**src/rtl/adder_share_pkg.sv**
```systemverilog
// Shared types and helpers for the shared-adder controller and its arbiter.
package adder_share_pkg;

    typedef enum logic [1:0] {
        IDLE = 2'd0,
        CALC = 2'd1,
        RESP = 2'd2
    } state_e;

    // Default-width result type; controllers re-declare it at their own DATA_WIDTH.
    localparam int DEF_DATA_WIDTH = 8;
    typedef logic unsigned [DEF_DATA_WIDTH:0] sum_t;

    function automatic int req_id_width(input int n);
        return (n < 2) ? 1 : $clog2(n);
    endfunction

endpackage

```
**src/rtl/adder_share_ctrl_rr_arbiter.sv**
```systemverilog
// Combinational round-robin arbiter: first requester at or above ptr, with wrap.
module rr_arbiter
    import adder_share_pkg::*;
#(
    parameter  int N   = 4,
    localparam int IDW = req_id_width(N)
) (
    input  logic [N-1:0]   req,
    input  logic [IDW-1:0] ptr,
    input  logic           en,
    output logic [N-1:0]   grant,
    output logic [IDW-1:0] grant_id,
    output logic           any_req
);

    localparam int IW1 = IDW + 1;

    always_comb begin
        logic [IW1-1:0] idx;
        grant    = '0;
        grant_id = '0;
        any_req  = 1'b0;
        idx      = '0;
        if (en) begin
            for (int i = 0; i < N; i++) begin
                // ptr < N, so one conditional subtract is enough to wrap
                idx = {1'b0, ptr} + IW1'(i);
                if (idx >= IW1'(N))
                    idx = idx - IW1'(N);
                if (!any_req && req[idx[IDW-1:0]]) begin
                    any_req  = 1'b1;
                    grant_id = idx[IDW-1:0];
                end
            end
            if (any_req)
                grant[grant_id] = 1'b1;
        end
    end

endmodule

```
**src/rtl/adder_share_ctrl.sv**
```systemverilog
// One registered adder shared by NUM_REQ requesters; round-robin grant, tagged response.
module adder_share_ctrl
    import adder_share_pkg::*;
#(
    parameter int NUM_REQ    = 4,
    parameter int DATA_WIDTH = 8,
    parameter int CNT_WIDTH  = 16
) (
    input  logic                                 clk,
    input  logic                                 rst,
    input  logic [NUM_REQ-1:0]                   req_valid,
    output logic [NUM_REQ-1:0]                   req_ready,
    input  logic [NUM_REQ-1:0][DATA_WIDTH-1:0]   req_a,
    input  logic [NUM_REQ-1:0][DATA_WIDTH-1:0]   req_b,
    output logic                                 rsp_valid,
    input  logic                                 rsp_ready,
    output logic [DATA_WIDTH:0]                  rsp_sum,
    output logic [$clog2(NUM_REQ)-1:0]           rsp_id,
    output logic                                 busy,
    output logic [CNT_WIDTH-1:0]                 txn_count
);

    localparam int IDW = req_id_width(NUM_REQ);
    typedef logic unsigned [DATA_WIDTH:0] sum_w_t;

    state_e                state_q, state_d;
    logic [IDW-1:0]        rr_ptr_q, id_q, rsp_id_q, grant_id;
    logic [DATA_WIDTH-1:0] a_q, b_q;
    sum_w_t                sum_q;
    logic [CNT_WIDTH-1:0]  txn_q;
    logic [NUM_REQ-1:0]    grant;
    logic                  any_req;
    logic                  rsp_hs;

    rr_arbiter #(.N(NUM_REQ)) u_arb (
        .req      (req_valid),
        .ptr      (rr_ptr_q),
        .en       (state_q == IDLE),
        .grant    (grant),
        .grant_id (grant_id),
        .any_req  (any_req)
    );

    // A grant is only issued to a valid requester, so any_req is the request handshake.
    assign rsp_hs = (state_q == RESP) && rsp_ready;

    always_comb begin
        state_d   = state_q;
        req_ready = grant;
        rsp_valid = 1'b0;
        busy      = (state_q != IDLE);
        case (state_q)
            IDLE: if (any_req) state_d = CALC;
            CALC: state_d = RESP;
            RESP: begin
                rsp_valid = 1'b1;
                if (rsp_ready) state_d = IDLE;
            end
            default: state_d = IDLE;
        endcase
    end

    always_ff @(posedge clk or posedge rst) begin
        if (rst) begin
            state_q  <= IDLE;
            rr_ptr_q <= '0;
            a_q      <= '0;
            b_q      <= '0;
            id_q     <= '0;
            sum_q    <= '0;
            rsp_id_q <= '0;
            txn_q    <= '0;
        end else begin
            state_q <= state_d;
            if (state_q == IDLE && any_req) begin
                a_q  <= req_a[grant_id];
                b_q  <= req_b[grant_id];
                id_q <= grant_id;
            end
            if (state_q == CALC) begin
                sum_q    <= sum_w_t'(a_q) + sum_w_t'(b_q);
                rsp_id_q <= id_q;
            end
            if (rsp_hs) begin
                rr_ptr_q <= (id_q == IDW'(NUM_REQ - 1)) ? '0 : id_q + 1'b1;
                txn_q    <= txn_q + 1'b1;
            end
        end
    end

    assign rsp_sum   = sum_q;
    assign rsp_id    = rsp_id_q;
    assign txn_count = txn_q;

`ifndef SYNTHESIS
    a_ready_onehot: assert property (@(posedge clk) disable iff (rst) $onehot0(req_ready));
    a_rsp_stable:   assert property (@(posedge clk) disable iff (rst)
                        rsp_valid && !rsp_ready |=> $stable(rsp_sum) && $stable(rsp_id));
    a_rsp_in_resp:  assert property (@(posedge clk) disable iff (rst) rsp_valid |-> state_q == RESP);
`endif

endmodule

```
**config.mk**
```make
export PLATFORM = sky130hd
export DESIGN_NAME = adder_share_ctrl
export DESIGN_NICKNAME = d
export VERILOG_FILES = /design/src/rtl/adder_share_pkg.sv /design/src/rtl/adder_share_ctrl_rr_arbiter.sv /design/src/rtl/adder_share_ctrl.sv
export SDC_FILE = /design/constraint.sdc
export NUM_CORES = 1
export LEC_CHECK = 0
export CORE_MARGIN = 5
export CORE_UTILIZATION = 26
export DETAILED_ROUTE_END_ITERATION = 6
export PLACE_DENSITY = 0.49
export SYNTH_ARGS = -nofsm -noshare
export SYNTH_HDL_FRONTEND = slang
export SYNTH_HIERARCHICAL = 1
export SYNTH_SLANG_ARGS = --single-unit
export TNS_END_PERCENT = 5
```
**constraint.sdc**
```tcl
create_clock -name clk -period 6.9 [get_ports clk]
set_input_delay 0.69 -clock clk [delete_from_list [all_inputs] [get_ports clk]]
set_output_delay 0.69 -clock clk [all_outputs]
set_load 0.01 [all_outputs]
```
==> metrics, run 1 <==
hold path start txn_count[15]; Nets 414; CP max stage cell clkdlybuf4s50_1; clock latency on the worst-skew pair 0.29 ns; CP Cell Sequence clkdlybuf4s50_1, or2b_1, a21oi_2, nor4_4, buf_4, and2_1, clkdlybuf4s50_1; pre-CTS WS 3.38 ns; Hold Path Class reg2reg; total of max-cap violations 0; Sink Count 49; status complete, no violations; switching power share of the total 35.7%; Crit Reg-Reg Startpoint state_q[1]; CP Buf/Inv Count 3; dpl hpwl 5330 um; total congestion overflow 0; largest net degree at the start of global routing 50; Setup violations, final 0; most frequent cells in the layout clkdlybuf4s50_1, dfrtp_1, nand2_1; XOR/XNOR share of the synthesized area 5.48%; maximum VDD drop 0.141 mV; largest family of logic cells by synthesized area multiplexers; Post-CTS Resized 0; PD cells 369 nW/um2; global-route usage over all layers 10.1%; hold path depth 1; fraction of layout cells with a size suffix above 1 14.2%; leakage power 1.72 nW; critical path's largest stage delay 0.59 ns; fin util 37.9%; Hold EP txn_count[15]; synth unique cells 45; Core Box Area 10800 um2; Worst R2R End a_q[3]; Fin Setup TNS 0 ns; Main synth FF type dfrtp_1; mux contribution to synthesized area 23.6%; Die W 115 um; FF-to-FF path depth 6; Mean Syn Cell Area 12.6 um2; Starting Density 26.5%; family with the most delay on the worst path buffers and inverters; DRT Wirelength 6580 um; number of global-route vias before repair 2204; Num CTS Buffers 5; clk root buf clkbuf_8; CP Launch Type primary input; drt first pass iters 4; initial antenna violation count 0; via count 2138; Post-Synth Adder-Cell Area 5.04%; Final Slew Violations 0; global-route wire length before repair 10900 um; RSZ-0062 raised after global routing no; critical path required time 6.21 ns; Detail Route Antenna Nets 0; Clock power frac 11.3%; setup ws final 3.42 ns; Mapped Cells 229; # rows 38; CP Class in2out; Crit path arrival time 2.79 ns; sequential-to-total area share from yosys stat 42.6%; fraction of the mapped netlist area in compound gates 7.74%; Residual DRC 0; most used cell, CP clkdlybuf4s50_1; worst-path fanout max 19; die footprint 13300 um2; chip height 115 um; Cell Int Power 0.976 mW; Comb pwr share 57.4%; via/cell ratio 4.53; most common cell after layout, fill and taps aside clkdlybuf4s50_1; number of port buffers 103; Synth Register Bits 49; Diodes inserted 0; synthesis-to-finish area growth 42.9%; relative max-transition margin 30.8%; number of DRC violations after detailed-routing iteration 0 116; Post-synth ARST share 100%; Setup crit end kind output port; # H-tree levels 2; routability cong. 0.728; Final Hold Vio Count 0; Synth Warn # 6; Post-synth EDFFs 0; sw power 0.542 mW; syn_nets 311; Seq pwr share 31.3%; final clock period utilization by the worst path 50.4%; mapped cell area 2880 um2; CTS Buffer Depth 2; Post-CTS Setup Bufs 0; fmax 0.287 GHz; clock skew 0.00490 ns; area share of and/or/nand/nor cells after synthesis 12.0%; R2R Setup Slk 4.43 ns; hold buffer count at CTS 0; Tmin final 3.48 ns; I/O pin count 104; CTS tree built; Clock transition at path regs 0.09 ns; wire length per cell 13.9 um; Worst-Margin Slew 1.04 ns
cells by family after synthesis:
logic type               Yosys count
flip-flops                        49
adder cells (fa/ha/maj)           11
AND/OR/NAND/NOR                   64
AO/OA/AOI/OAI                     31
multiplexers                      39
XOR/XNOR                          18
buffers and inverters             17
worst register-to-register path, delay by kind of cell, from the launching register on:
family | cells | cell delay, ns
DFF | 1 | 0.43
and+or+nand+nor | 2 | 0.51
AOI/OAI and AO/OA | 1 | 0.19
buffers and inverters | 1 | 0.33
muxes | 2 | 0.90
synthesized netlist by cell type, drive strengths merged (2+ instances only):
| cell | number | area, um2 |
|---|---|---|
| dfrtp | 49 | 1230 |
| mux2 | 22 | 282 |
| nand2 | 21 | 78.8 |
| mux4 | 16 | 387 |
| xnor2 | 12 | 105 |
| ha | 10 | 125 |
| nor2 | 10 | 37.5 |
| a21oi | 8 | 43.8 |
| inv | 8 | 30.0 |
| buf | 7 | 65.1 |
| o21ai | 6 | 30.0 |
| xor2 | 6 | 52.6 |
| nand3 | 5 | 25.0 |
| nor3 | 5 | 25.0 |
| and3 | 4 | 25.0 |
| o31ai | 4 | 30.0 |
| and2 | 3 | 18.8 |
| nand2b | 3 | 18.8 |
| o211ai | 3 | 22.5 |
| o21a | 3 | 22.5 |
| a211oi | 2 | 15.0 |
| and4 | 2 | 17.5 |
| clkbuf | 2 | 7.51 |
| nand4 | 2 | 12.5 |
| or2 | 2 | 12.5 |
cell type report:
| class | count | area, um2 |
|---|---|---|
| fillers | 1082 | 6730 |
| inverters | 8 | 30.0 |
| clock buffers | 7 | 86.3 |
| well taps | 140 | 175 |
| flip-flops and latches | 49 | 1230 |
| repair buffers | 105 | 1050 |
| multi-input cells | 163 | 1550 |
per-layer routing:
layer / global-route usage, % / routed length, um / vias up
li1: - / - / 1050
met3: 3.00 / 457 / 5
met4: 1.88 / 50 / 0
met2: 16.1 / 3070 / 76
met1: 13.7 / 3000 / 1007
met5: 0 / 0 / -
state kept, by name (all words and copies together), names as in the netlist:
register / count
a_q: 8
txn_count: 16
id_q: 2
rsp_sum: 9
state_q: 2
rr_ptr_q: 2
b_q: 8
rsp_id: 2
through the flow:
| step | power (mW) | hold slack, ns | cell area (um2) | instances |
|---|---|---|---|---|
| 2_1_floorplan | 1.11 | 0.475 | 2880 | 229 |
| 3_3_place_gp | 1.36 | 0.457 | 4030 | 465 |
| 3_5_place_dp | 1.37 | 0.462 | 4030 | 465 |
| 4_1_cts | 1.55 | 0.474 | 4110 | 472 |
| 5_1_grt | 1.65 | 0.494 | 4110 | 472 |
| 6_report | 1.52 | 0.465 | 4110 | 472 |
how the worst max path moves through the flow:
stage                   end  depth (start not counted)  slack, ns    startpoint
6_report       req_ready[1]                          7       3.42  req_valid[3]
5_1_grt        req_ready[3]                          7       3.28  req_valid[3]
4_1_cts        req_ready[1]                          7       3.37  req_valid[3]
3_5_place_dp   req_ready[1]                          7       3.38  req_valid[3]
3_3_place_gp   req_ready[1]                          7       3.43  req_valid[0]
2_1_floorplan        a_q[0]                          7       4.53  req_valid[2]
power by group through the flow:
stage,Clock [mW],Sequential (mW),Combinational (mW)
floorplan,0,0.482,0.632
global placement,0,0.482,0.878
detailed placement,0,0.484,0.888
CTS,0.179,0.479,0.891
global route,0.189,0.494,0.971
finish,0.171,0.476,0.871
(Power assumes the default switching activity.)
==> run 2, diff against run 1 <==
Clock period 6.9 ns to 3.35 ns, I/O delays scaled along.
==> run 2 against run 1 <==
Effect of this change:
- sequential power up 110%
- global-route usage about the same
- sequential cell count unchanged
- final cell count up 0.21%
- count of clock-buffer cells in the layout unchanged
- first-iteration DRC count down 15%
- via count about the same
- core utilization up 0.17 points
- register-to-register slack worse by 3.5 ns
- sequential share of layout area down 0.14 points
- clock power up 130%
- critical endpoint unchanged
- largest cell class unchanged
- highest routed layer unchanged
==> metrics, run 2 (synthesis gave the netlist of run 1 again) <==
initial antenna violation count 0 (unchanged); Setup crit end kind output port; RSZ-0062 raised after global routing no; synthesis-to-finish area growth 43.6%; total of max-cap violations 0 (unchanged); Post-CTS Setup Bufs 0 (unchanged); Final Non-Filler Cells 473 (+0.21%); dpl cell area 4030 um2 (unchanged); routability cong. 0.738 (+1.3%); Crit Reg-Reg Startpoint state_q[1]; global-route usage over all layers 10.1% (-0.017 points); CP Launch Type register; CTS tree built; CTS Buffer Depth 2 (unchanged); Final Slew Violations 0 (unchanged); fmax 0.353 GHz; relative max-transition margin 31.2% (+0.39 points); CP Class reg2out; dpl hpwl 5250 um (-1.6%); hold path start txn_count[15]; most frequent cells in the layout clkdlybuf4s50_1, dfrtp_1, nand2_1; via/cell ratio 4.52 (-0.12%); Worst-Margin Slew 1.03 ns (-0.00730 ns); die footprint 13300 um2 (unchanged); critical path required time 3.01 ns (-3.20 ns); Tmin final 2.84 ns; leakage power 1.73 nW (+0.61%); Sink Count 49 (unchanged); Die W 115 um (unchanged); setup ws final 0.513 ns (-2.91 ns); clock latency on the worst-skew pair 0.30 ns (about the same); total congestion overflow 0 (unchanged); Fin Setup TNS 0 ns (unchanged); Clock transition at path regs 0.09 ns (about the same); Hold Path Class reg2reg; Core Box Area 10800 um2 (unchanged); Nets 414 (unchanged); PD cells 767 nW/um2 (+110%); fraction of layout cells with a size suffix above 1 14.7% (+0.56 points); Detail Route Antenna Nets 0 (unchanged); Final Hold Vio Count 0 (unchanged); status complete, no violations; # rows 38 (unchanged); DRT Wirelength 6570 um (-0.14%); final cell area excluding filler cells 4130 um2 (+0.46%); clk root buf clkbuf_8; wire length per cell 13.9 um (-0.35%); via count 2140 (+0.094%); total chip power 3.17 mW (+110%); chip height 115 um (unchanged); number of DRC violations after detailed-routing iteration 0 99 (-15%); final clock period utilization by the worst path 84.7%; most common cell after layout, fill and taps aside clkdlybuf4s50_1; drt first pass iters 4 (unchanged); pre-CTS WS 0.550 ns (-2.83 ns); largest net degree at the start of global routing 50 (unchanged); max FFs per register 16 (unchanged); # H-tree levels 2 (unchanged); hold buffer count at CTS 0 (unchanged); worst-path fanout max 19 (unchanged); number of port buffers 103 (unchanged); Post-CTS Resized 0 (unchanged); maximum VDD drop 0.263 mV (+86%); Post-Place Cells 465 (unchanged); number of global-route vias before repair 2211 (+0.32%); global-route wire length before repair 10700 um (-1.7%); Crit path arrival time 2.50 ns (-0.29 ns); Setup violations, final 0 (unchanged); Diodes inserted 0 (unchanged); I/O pin count 104 (unchanged); Starting Density 26.5% (unchanged); crit path from state_q[1]; Residual DRC 0 (unchanged); Num CTS Buffers 5 (unchanged); clock skew 0.00799 ns (+0.00308 ns)
-- run 2: cell types whose count changed in the layout (fill, tap and decap cells not counted) --
| cell | previous run | this run |
|---|---|---|
| clkbuf_8 | 6 | 7 |
| inv_6 | 0 | 1 |
| clkbuf_1 | 1 | 0 |
-- run 2: final cells by class --
type | instances | area (um2)
fill | 1105 | 6710
multi-input combinational | 163 | 1550
inverter | 8 | 30.0
timing repair buffer | 105 | 1050
clock buffer | 7 | 96.3
sequential | 49 | 1230
clock inverter | 1 | 8.76
tap | 140 | 175
-- run 2: per-layer routing --
metal  vias to the layer above  GRT usage (%)  routed length, um
met5                         -              0                  0
met4                         0           2.82                 61
met3                         4           3.16                487
met2                        74           15.7               3040
met1                      1014           13.5               2980
li1                       1048              -                  -
-- run 2: report_power, final --
part	switching (mW)	internal [mW]
Combinational	0.767	1.03
Clock	0.203	0.191
Sequential	0.164	0.815
Total	1.13	2.04
-- run 2: through the flow --
step	hold WS (ns)	utilization, %
2_1_floorplan	0.443	-
3_3_place_gp	0.457	37.1
3_5_place_dp	0.462	37.1
4_1_cts	0.474	38.1
5_1_grt	0.493	38.1
6_report	0.464	38.1
-- run 2: worst paths after layout --
path,slack (ns),endpoint,cells after the start
setup / recovery,0.51,req_ready[1],6
hold / removal,0.46,txn_count[15],1
setup reg to reg,0.89,a_q[4],6
hold reg to reg,0.46,txn_count[15],1
max in group asynchronous,2.11,rsp_sum[5],2
min in group asynchronous,0.62,txn_count[6],2
-- run 2: critical path, stage by stage (launching register included) --
cell and delay, ns:
dfrtp_1 0.43, nor2_1 0.30, o41ai_4 0.20, nor4_4 0.22
buf_4 0.34, and2_1 0.18, clkdlybuf4s50_1 0.53
